$ cat src/rtl/pkt_rr_mux_pkg.sv
// Shared types and helpers for the round-robin packet multiplexer.
// The beat width stays a module parameter; only its layout rule lives here.
package pkt_rr_mux_pkg;

   typedef enum logic {
      IDLE   = 1'b0,
      LOCKED = 1'b1
   } arb_state_e;

   // The end-of-packet marker is the top bit of every beat.
   function automatic int eop_pos(input int wd);
      return wd - 1;
   endfunction

endpackage

$ cat src/rtl/pkt_rr_mux_if.sv
// Beat-level handshake bundle between the CH input channels, the mux and its sink.
// The slave modport is the mux's view; the master modport is the view of whatever drives it.
interface pkt_rr_mux_if #(
   parameter int WD = 9,
   parameter int CH = 4
);
   logic [CH*WD-1:0]        in_data;
   logic [CH-1:0]           in_valid;
   logic [CH-1:0]           in_ready;
   logic [WD-1:0]           out_data;
   logic                    out_valid;
   logic                    out_ready;
   logic [$clog2(CH)-1:0]   out_chan;

   modport master (
      output in_data, in_valid, out_ready,
      input  in_ready, out_data, out_valid, out_chan
   );

   modport slave (
      input  in_data, in_valid, out_ready,
      output in_ready, out_data, out_valid, out_chan
   );
endinterface

$ cat src/rtl/pkt_rr_arb.sv
// Round-robin priority select: first requester at or after ptr, wrapping modulo CH.
// Produces a one-hot grant, its index, and whether anything requested at all.
module pkt_rr_arb #(
   parameter int CH = 4
) (
   input  logic [CH-1:0]         req,
   input  logic [$clog2(CH)-1:0] ptr,
   output logic [CH-1:0]         grant,
   output logic [$clog2(CH)-1:0] idx,
   output logic                  any
);
   localparam int CHW = $clog2(CH);

   int c;

   // NOTE: every output of a combinational block gets a default first, otherwise a latch is inferred.
   always_comb begin
      grant = '0;
      idx   = '0;
      any   = 1'b0;
      c     = 0;
      for (int i = 0; i < CH; i++) begin
         c = int'(ptr) + i;
         if (c >= CH) c = c - CH;
         if (!any && req[c]) begin
            any      = 1'b1;
            grant[c] = 1'b1;
            idx      = CHW'(c);
         end
      end
   end

endmodule

$ cat src/rtl/pkt_rr_mux.sv
// CH-to-1 packet multiplexer: round-robin arbitration (packet- or beat-granular)
// feeding a single registered output slice, plus a count of delivered packets.
module pkt_rr_mux
   import pkt_rr_mux_pkg::*;
#(
   parameter int WD       = 9,
   parameter int CH       = 4,
   parameter int LOCK_PKT = 1,
   parameter int CW       = 16
) (
   input  logic          clk,
   input  logic          rst,
   pkt_rr_mux_if.slave   bus,
   output logic [CW-1:0] pkt_cnt
);
   localparam int CHW = $clog2(CH);
   localparam int EOP = eop_pos(WD);

   arb_state_e      state_q, state_d;
   logic [CHW-1:0]  ptr_q, ptr_d;
   logic [CHW-1:0]  lock_q, lock_d;
   logic [CHW-1:0]  arb_idx, sel_idx;
   logic [CH-1:0]   arb_grant;
   logic            arb_any, sel_any;
   logic            load_en, accept;
   logic [WD-1:0]   acc_data;

   pkt_rr_arb #(.CH(CH)) u_arb (
      .req   (bus.in_valid),
      .ptr   (ptr_q),
      .grant (arb_grant),
      .idx   (arb_idx),
      .any   (arb_any)
   );

   assign load_en = !bus.out_valid || bus.out_ready;

   // While locked the arbiter result is ignored; the held channel alone may move.
   always_comb begin
      sel_idx      = arb_idx;
      sel_any      = arb_any;
      bus.in_ready = '0;
      acc_data     = '0;
      if (state_q == LOCKED) begin
         sel_idx = lock_q;
         sel_any = bus.in_valid[lock_q];
      end
      if (!rst && load_en)
         bus.in_ready = (state_q == LOCKED) ? (CH'(1) << lock_q) : arb_grant;
      accept = !rst && load_en && sel_any;
      for (int i = 0; i < CH; i++)
         if (sel_idx == CHW'(i)) acc_data = bus.in_data[i*WD +: WD];
   end

   always_comb begin
      state_d = state_q;
      ptr_d   = ptr_q;
      lock_d  = lock_q;
      if (accept) begin
         if (state_q == IDLE) lock_d = sel_idx;
         if (LOCK_PKT == 0 || acc_data[EOP]) begin
            state_d = IDLE;
            ptr_d   = (sel_idx == CHW'(CH - 1)) ? '0 : sel_idx + CHW'(1);
         end else begin
            state_d = LOCKED;
         end
      end
   end

   // NOTE: sequential state uses non-blocking assignments so every register samples pre-edge values.
   always_ff @(posedge clk) begin
      if (rst) begin
         state_q       <= IDLE;
         ptr_q         <= '0;
         lock_q        <= '0;
         bus.out_valid <= 1'b0;
         // NOTE: the data/chan registers are cleared too so the output is fully defined right after reset.
         bus.out_data  <= '0;
         bus.out_chan  <= '0;
         pkt_cnt       <= '0;
      end else begin
         state_q <= state_d;
         ptr_q   <= ptr_d;
         lock_q  <= lock_d;
         if (load_en) begin
            bus.out_valid <= accept;
            if (accept) begin
               bus.out_data <= acc_data;
               bus.out_chan <= sel_idx;
            end
         end
         if (bus.out_valid && bus.out_ready && bus.out_data[EOP])
            pkt_cnt <= pkt_cnt + CW'(1);
      end
   end

endmodule

$ cat src/flat_wrapper.sv
// flat-port wrapper written by rule: the top's interface ports become plain ports
module pkt_rr_mux_flat import pkt_rr_mux_pkg::*;
#(
   parameter int WD       = 9,
   parameter int CH       = 4,
   parameter int LOCK_PKT = 1,
   parameter int CW       = 16
)
  (clk, rst, pkt_cnt, bus_in_data, bus_in_valid, bus_out_ready, bus_in_ready, bus_out_data, bus_out_valid, bus_out_chan);
  pkt_rr_mux_if #(.WD(WD), .CH(CH)) bus_i ();
  input  logic clk;
  input  logic rst;
  output logic [CW-1:0] pkt_cnt;
  input wire logic [$bits(bus_i.in_data)-1:0] bus_in_data;
  input wire logic [$bits(bus_i.in_valid)-1:0] bus_in_valid;
  input wire logic [$bits(bus_i.out_ready)-1:0] bus_out_ready;
  output wire logic [$bits(bus_i.in_ready)-1:0] bus_in_ready;
  output wire logic [$bits(bus_i.out_data)-1:0] bus_out_data;
  output wire logic [$bits(bus_i.out_valid)-1:0] bus_out_valid;
  output wire logic [$bits(bus_i.out_chan)-1:0] bus_out_chan;
  assign bus_i.in_data = bus_in_data;
  assign bus_i.in_valid = bus_in_valid;
  assign bus_i.out_ready = bus_out_ready;
  assign bus_in_ready = bus_i.in_ready;
  assign bus_out_data = bus_i.out_data;
  assign bus_out_valid = bus_i.out_valid;
  assign bus_out_chan = bus_i.out_chan;
  pkt_rr_mux #(.WD(WD), .CH(CH), .LOCK_PKT(LOCK_PKT), .CW(CW)) u_core (.clk(clk), .rst(rst), .bus(bus_i), .pkt_cnt(pkt_cnt));
endmodule
$ cat config.mk
export PLATFORM = sky130hd
export DESIGN_NAME = pkt_rr_mux_flat
export DESIGN_NICKNAME = d
export VERILOG_FILES = /design/src/rtl/pkt_rr_mux_pkg.sv /design/src/rtl/pkt_rr_mux_if.sv /design/src/rtl/pkt_rr_arb.sv /design/src/rtl/pkt_rr_mux.sv /design/src/flat_wrapper.sv
export SDC_FILE = /design/constraint.sdc
export NUM_CORES = 1
export LEC_CHECK = 0
export CAP_MARGIN = 20
export CORE_MARGIN = 4
export CORE_UTILIZATION = 40
export CTS_CLUSTER_SIZE = 25
export DETAILED_ROUTE_END_ITERATION = 8
export PLACE_DENSITY = 0.71
export REMOVE_ABC_BUFFERS = 1
export SYNTH_ARGS = -nofsm -noshare
export SYNTH_HDL_FRONTEND = slang
export SYNTH_SLANG_ARGS = --single-unit
$ cat constraint.sdc
create_clock -name clk -period 6.8 [get_ports clk]
set_clock_uncertainty 0.15 [all_clocks]
set_input_delay 2.04 -clock clk [delete_from_list [all_inputs] [get_ports clk]]
set_output_delay 2.04 -clock clk [all_outputs]
set_load 0.05 [all_outputs]
* Word-level counts from Yosys, hierarchy flattened
Index checks and enable logic that the tools add are counted.
** Storage, ports and cells
- Register bits after elaboration :: 33
- Logic and storage cells :: 106
- Input port bits :: 43
- Output and inout bits :: 32
** Operators by class
- Add/subtract/negate cells :: 9
- Equality and inequality tests :: 3
- Bitwise logic cells :: 4
- Shift-type cells :: 1
- Reduce and logical (&&, ||, !) cells :: 21
- Multiplexer cells :: 48
- Magnitude comparators :: 13
** Operators by type and width (count)
- 32-bit by 1-bit greater-or-equal comparator with 1-bit output (second input constant) :: 4
- 32-bit by 4-bit less-than comparator with 1-bit output (second input constant) :: 4
- 32-bit two-way mux :: 4
- 9-bit two-way mux :: 4
- 4-bit two-way mux :: 6
- 1-bit two-way mux :: 19
- 16-bit by 1-bit adder with 16-bit output (second input constant) :: 1
- 2-bit two-way mux :: 6
- 4-bit bitwise OR :: 3
- 3-bit by 3-bit subtractor with 4-bit output (second input constant) :: 3
- 1-bit logical AND :: 11
- 1-bit binary-select mux with 2-bit select :: 5
- 3-bit greater-or-equal comparator (second input constant) :: 3
- 1-bit demux with 2-bit select :: 4
- 2-bit by 2-bit adder with 3-bit output (second input constant) :: 2
- 2-bit AND reduction :: 3
- 1-bit zero test :: 5
- 2-bit equality test (second input constant) :: 2
- 1-bit by 2-bit << shifter with 4-bit output (first input constant) :: 1
- 2-bit by 3-bit subtractor with 4-bit output (second input constant) :: 1
- 2-bit by 1-bit adder with 3-bit output (second input constant) :: 1
- 2-bit by 3-bit greater-or-equal comparator with 1-bit output (second input constant) :: 1
- 2-bit by 3-bit less-than comparator with 1-bit output (second input constant) :: 1
- 2-bit by 1-bit adder with 2-bit output (second input constant) :: 1
- 4 further kinds :: 4

* Longest topological paths before layout
- Depth after elaboration :: 22
- Gate-level depth with buffers :: 16
- Mapped depth without buffers :: 13

* Cells and area by module
A second synthesis with hierarchy kept.
** Second synthesis, totals
- Cells, all modules :: 263
- Area total of the unflattened synthesis :: 2294.7 µm²
** By module, submodules not included
- pkt_rr_mux :: area an instance 1834.3 µm², seq. area each 660.6 µm², instances 1, cells each 215
- pkt_rr_arb :: area an instance 460.4 µm², seq. area each 0.0 µm², instances 1, cells each 48

* Worst setup path before layout
OpenSTA, ideal clock, no wires.
- Path kind :: input -> output
- From :: input bus_in_valid[3]
- To :: output bus_in_ready[3]
- Buffers on the path :: 1
- Data required time :: 4610 ps
- Slack :: -35 ps
- Stages :: 6
- Data arrival time :: 4645 ps
- Cell sequence :: buf_4 -> mux4_2 -> or3_4 -> nor2_1 -> a22oi_1 -> a221oi_1
** Between the ends
- Word-level cells in the longest chain between the ends :: 15
- Elaborated cells on any way between the ends :: 30
- Those cells by class :: mux (21); bitwise (3); reduce/logical (6)
** Ends and longest elaborated chain
- start: declaration :: line flat_wrapper.sv:15 : input wire logic [$bits(bus_i.in_valid)-1:0] bus_in_valid;
- 1-bit binary-select mux with 2-bit select :: line pkt_rr_arb.sv:25 : if (!any && req[c]) begin
- 1-bit two-way mux (implied by the code) (2 in series) :: line pkt_rr_arb.sv:25
- 1-bit two-way mux :: line pkt_rr_arb.sv:25
- 1-bit zero test :: line pkt_rr_arb.sv:25
- 1-bit logical AND :: line pkt_rr_arb.sv:25
- 1-bit two-way mux :: line pkt_rr_arb.sv:25
- 1-bit zero test :: line pkt_rr_arb.sv:25
- 1-bit logical AND :: line pkt_rr_arb.sv:25
- 1-bit two-way mux :: line pkt_rr_arb.sv:25
- 1-bit zero test :: line pkt_rr_arb.sv:25
- 1-bit logical AND :: line pkt_rr_arb.sv:25
- 4-bit two-way mux (*) :: line pkt_rr_arb.sv:25
- 4-bit two-way mux (*) :: line pkt_rr_mux.sv:49 : bus.in_ready = (state_q == LOCKED) ? (CH'(1) << lock_q) : arb_grant;
- 4-bit two-way mux (*) :: line pkt_rr_mux.sv:48 : if (!rst && load_en)
- end: declaration :: line flat_wrapper.sv:17 : output wire logic [$bits(bus_i.in_ready)-1:0] bus_in_ready;
Every way passes the cells marked *; elsewhere a longest branch is shown, timed or not. The select of a mux whose other input is x is not followed.

* Worst setup path in the final report
- From :: input bus_in_valid[1]
- To :: output bus_in_ready[3]
The elaborated chain is that of the path after synthesis.

==> run metrics <==
status=finished clean; max cap viols=0; drt initial violations=97; Worst Slack Setup Final=162 ps; diode count=0; Crit. End Element=output port; # IOs=75; top cells by area, synth=dfxtp_1 29%, a21oi_1 5.7%, ha_1 5.5%; final core occ=57.7%; area of the die=0.00697 mm^2; worst path arrival time=4450 ps; drt pass-1 iters=4; placed cell count=404; Syn Inst Count=272; Filler Cell Count=492; Post-Synth Simple-Gate Area=21.8%; final std cells w/o fill=412; Worst R2R Start=u_core.ptr_q[0]$_SDFFE_PP0P_; Skew-Pair Late Insertion Delay=290 ps; # DRC=0; mux cell area share after synthesis=7.68%; Synth Area in XOR/XNOR=5.76%; clk buf depth=2; commonest cells in the netlist=33 x dfxtp_1, 31 x nor2_1, 26 x a21oi_1, 20 x nand2_1; dominant cell type by area after synthesis=dfxtp_1; Clock Sinks=33; endpoints failing setup=0; share of the synthesized area in the top cell type=29.0%; largest net degree at the start of global routing=34; Nets=392; core box area=0.00551 mm^2; routed wire length=5760 um; startpoint types=primary input; Die Ht=83.5 um; top_reg_cell synth=dfxtp_1; Cell variety after synth=48; vias in the first global route=2,020; Slew Limit Headroom=55.9%; DP Area=0.00308 mm^2; Buffers on Ports=74; Die W=83.5 um; Yosys warning count=0; Power Dens Cells=389 mW/mm^2; initial antenna violation count=0; cell with the most instances after synthesis=dfxtp_1; Fin. Hold Viols=0; Worst Path Required=4610 ps; Vias=2,244; htree depth=2; Worst Reg-to-Reg Cells=13; pre-CTS setup slack=75.7 ps; first-pass GRT wire length=9540 um; capturing point of the worst reg2reg path=u_core.ptr_q[0]$_SDFFE_PP0P_; Synth-to-Final Area Change=39.4%; r2r setup slk=2270 ps; busiest layer in global routing=met2; RSZ-0062 raised after global routing=no; critical path peak fanout=6; post-synthesis async set-or-reset flop share=0%; CTS buffer count=5; Worst Hold End=u_core.bus.out_chan[0]$_SDFFE_PP0P_; number of synthesized flops with an enable pin=0; leakage power=0.00119 uW; hold crit path type=reg2reg; layout cells sized above 1=9.71%; HPWL after DPL=4340 um; clock period minus worst slack=6640 ps; Hold Crit Start=u_core.bus.out_chan[0]$_SDFFE_PP0P_; Cell Area, Synth=0.00228 mm^2; fmax=151 MHz; largest family of logic cells by synthesized area=compound AO/OA/AOI/OAI gates; Syn Area/Cell=8.38 um^2; Total Routing Usage GR=16.3%; GR Layer Usage met2=27.0%; GR Layer Usage met1=20.5%; CP Class=in2out; worst hold slack=324 ps; Starting Density=41.4%; compound-cell area share of the yosys netlist=23.2%; GR Util met3=4.64%; Hold Buf Count CTS=0; post-synthesis sequential area ratio=29.0%; total grt overflow=0; Max Slew Vio Count=0; Via density=5.45; flops & latches, synth=33; Synth Area in Adders=5.49%; # rows=27; GPL Wtd Cong=0.796; antenna viol nets, final=0; TritonCTS clock tree=done; Worst-Margin Slew=660 ps; worst hold stages=2; DR WL/cell=14.0 um; Final period util=97.6%; fin area=0.00318 mm^2; root buf cell=clkbuf_8; Clock transition at path regs=70 ps; Max IR drop VDD=248 uV
## metal layers
| layer | vias up | part of all wire, % |
|---|---|---|
| met3 | 11 | 6.0 |
| met5 | - | 0 |
| met2 | 81 | 48 |
| li1 | 1115 | - |
| met1 | 1037 | 44 |
| met4 | 0 | 1.5 |
## how the worst max path moves through the flow
stage                     depth (start not counted)             from               to
after floorplan                                   5  bus_in_valid[3]  bus_in_ready[3]
after global placement                            7  bus_in_valid[1]  bus_in_ready[3]
after detailed placement                          7  bus_in_valid[1]  bus_in_ready[3]
after CTS                                         7  bus_in_valid[1]  bus_in_ready[3]
after global routing                              7  bus_in_valid[1]  bus_in_ready[3]
final                                             7  bus_in_valid[1]  bus_in_ready[3]
## flip-flops by register name (all words and copies together), names as in the netlist
name,flops
u_core.state_q,1
u_core.lock_q,2
u_core.bus.out_chan,2
u_core.ptr_q,2
u_core.bus.out_valid,1
u_core.bus.out_data,9
u_core.pkt_cnt,16
## cell usage in the layout, fill, tap and decap left out, types with 3 or more instances in the layout
| cell | n |
|---|---|
| clkdlybuf4s50_1 | 70 |
| dfxtp_1 | 33 |
| nor2_1 | 31 |
| a21oi_1 | 26 |
| nand2_1 | 20 |
| xor2_1 | 13 |
| o21ai_0 | 10 |
| nor2b_1 | 10 |
| ha_1 | 10 |
| inv_1 | 9 |
| a221oi_1 | 9 |
| nor3_1 | 9 |
| a211oi_1 | 8 |
| buf_4 | 8 |
| a22oi_1 | 5 |
| and3_1 | 5 |
| nand4_1 | 5 |
| clkbuf_8 | 5 |
| mux2i_1 | 4 |
| buf_12 | 4 |
| mux4_1 | 3 |
| nand3_1 | 3 |
| nand3b_1 | 3 |
## repair_timing
item,CTS,global route
resized for setup,0,2
setup endpoints to repair,0,2
setup buffers,0,0
## through the flow
step	power [uW]	TNS (ps)
after CTS	1240	0
after detailed placement	1100	0
after global routing	1330	0
after floorplan	845	-25.1
after global placement	1090	0
final	1230	0
## cells by family (layout without fill, tap and decap cells)
kind of cell,count (synthesis),count (layout)
flip-flops,33,33
buffers and inverters,31,99
multiplexers,10,10
AND/OR/NAND/NOR,99,99
XOR/XNOR,15,15
AO/OA/AOI/OAI,74,74
adder cells (fa/ha/maj),10,10
## report_power, final
| group | internal [uW] | total, uW | switching, uW |
|---|---|---|---|
| Sequential | 232 | 278 | 46.3 |
| Clock | 70.9 | 144 | 72.7 |
| Combinational | 344 | 813 | 469 |
## area by class of cell
type                            instances  area [um^2]  area share (%)
Inverter                                9         33.8            1.06
Tap cell                               72         90.1            2.84
Clock buffer                            6         72.6            2.28
Multi-Input combinational cell        208         1470            46.2
Timing Repair Buffer                   82          841            26.5
Sequential cell                        33          661            20.8
Clock inverter                          2         10.0           0.315
## worst max-delay path, stage by stage
cell and delay, ps:
clkdlybuf4s50_1 490, mux4_1 530, or3_4 440, nor2_1 220
a22oi_1 150, a221oi_2 390, buf_12 180
Power figures use the tool's default switching activity.
==> edit, RTL diff (same settings) <==
`LOCK_PKT` is set to 1 in 2 places; all go to 0.
--- a/src/rtl/pkt_rr_mux.sv
+++ b/src/rtl/pkt_rr_mux.sv
@@ -6,5 +6,5 @@
    parameter int WD       = 9,
    parameter int CH       = 4,
-   parameter int LOCK_PKT = 1,
+   parameter int LOCK_PKT = 0,
    parameter int CW       = 16
 ) (
--- a/src/flat_wrapper.sv
+++ b/src/flat_wrapper.sv
@@ -4,5 +4,5 @@
    parameter int WD       = 9,
    parameter int CH       = 4,
-   parameter int LOCK_PKT = 1,
+   parameter int LOCK_PKT = 0,
    parameter int CW       = 16
 )
Formal check against the unedited RTL: not equivalent (a bounded check fails within 4 cycles, from zero or initial values and one cycle with rst high).
==> edit against the unedited design <==
  * Synthesized area is 8.8% lower
  * Final area is 7.4% lower
  * Global-route usage is 0.66 points higher
  * Setup slack better by 0.40 ns
  * Die area is 8.0% lower
  * Synthesized cell count is 9.2% lower
  * Register-to-register slack worse by 0.08 ns
  * Total power is 8.1% lower
  * Sequential cell count is 3 lower
  * Sequential power is 12% lower
  * First-iteration DRC count is 9.3% lower
  * Worst hold slack better by 0.0096 ns
  * Routed wire length is 7.6% lower
  * Critical path type unchanged
  * Critical endpoint is now bus_in_ready[2]
  * Largest cell class unchanged
  * Largest power group unchanged
==> edit: results <==
export IMPL_outcome="complete, no violations"
export IMPL_use_met3=0.0493
export IMPL_crit_end="bus_in_ready[2]"
export IMPL_seq_area_frac_synth=0.289
export IMPL_hold_ws_ns=0.334
export IMPL_seq_share=0.204
export IMPL_critPathMaxStageDelay_ns=0.63
export IMPL_p_int_uw=611
export IMPL_grt_util_met2=0.288
export IMPL_fin_nets=362
export IMPL_leakagePower_nw=1.07
export IMPL_cts_buffer_depth=2
export IMPL_reg2reg_slack_ns=2.19
export IMPL_min_delay_start="u_core.bus.out_data[0]"
export IMPL_clock_latency_ns=0.28
export IMPL_n_clock_buffer=7
export IMPL_r2r_start="u_core.ptr_q[0]"
export IMPL_grt_use_met1=0.211
export IMPL_dp_hpwl_mm=3.85
export IMPL_comb_multi_input_count=191
export IMPL_core_rowCount=25
export IMPL_holdPathEnd="u_core.bus.out_data[0]"
export IMPL_met2_wirelength_mm=2.56
export IMPL_synth_cell_type_count=50
export IMPL_met1_length_mm=2.33
export IMPL_ir_drop_v=0.000222
export IMPL_clk_share=0.0311
export IMPL_reg2reg_to="u_core.bus.out_data[8]"
export IMPL_area_growth_pct=41.5
export IMPL_grt_max_degree=31
export IMPL_critPathMaxFanout=15
export IMPL_routedWlPerCell_um=14.1
export IMPL_drive_gt1_frac=0.0710
export IMPL_buffers=76
export IMPL_wl_met3_um=346
export IMPL_p_clk_uw=149
export IMPL_nNonClkInverters=5
export IMPL_layout_nonclk_buf_frac=0.271
export IMPL_critPathTopFamily="buffers and inverters"
export IMPL_pwr_share_comb=0.652
export IMPL_gp_congestion=0.756
export IMPL_synthTopCellsByCount="dfxtp_1, nor2_1, nand3b_1"
export IMPL_dpl_cell_area_um2=2850
export IMPL_track_usage=0.170
export IMPL_multiInputGateArea_um2=1350
export IMPL_grt_pass1_vias=1881
export IMPL_drt_iter0_markers=88
export IMPL_grt_pass1_wl_mm=8.78
export IMPL_cts_setup_buffers=0
export IMPL_crit_path_top_delay_cell="clkdlybuf4s50_1"
export IMPL_ys_top_cells_by_area="dfxtp_1, ha_1, nand3b_1, xor2_1, nor2_1"
export IMPL_arrival_ns=4.04
export IMPL_slew_headroom=0.372
==> edit: changes by cell type in the layout (fill, tap and decap cells not counted), sizes merged, moves of 3 or more <==
cell	unedited run	this run
nand3b	3	15
dfxtp	33	30
inv	9	5
o21ai	10	14
nand2	20	7
a211oi	9	0
a21oi	26	13
nor2	31	22
o211ai	2	6
mux4	5	2
nand3	3	11
buf	12	6
==> edit: logic make-up after synthesis <==
logic type / synth area share
AO/OA/AOI/OAI: 0.186
adder cells (fa/ha/maj): 0.0602
AND/OR/NAND/NOR: 0.284
buffers and inverters: 0.0608
multiplexers: 0.0572
XOR/XNOR: 0.0632
flip-flops: 0.289
==> edit: metrics by stage <==
step | cells | setup slack, ns
3_5_place_dp | 369 | 0.570
3_3_place_gp | 369 | 0.627
6_report | 377 | 0.566
5_1_grt | 377 | 0.415
4_1_cts | 377 | 0.572
2_1_floorplan | 226 | 1.00
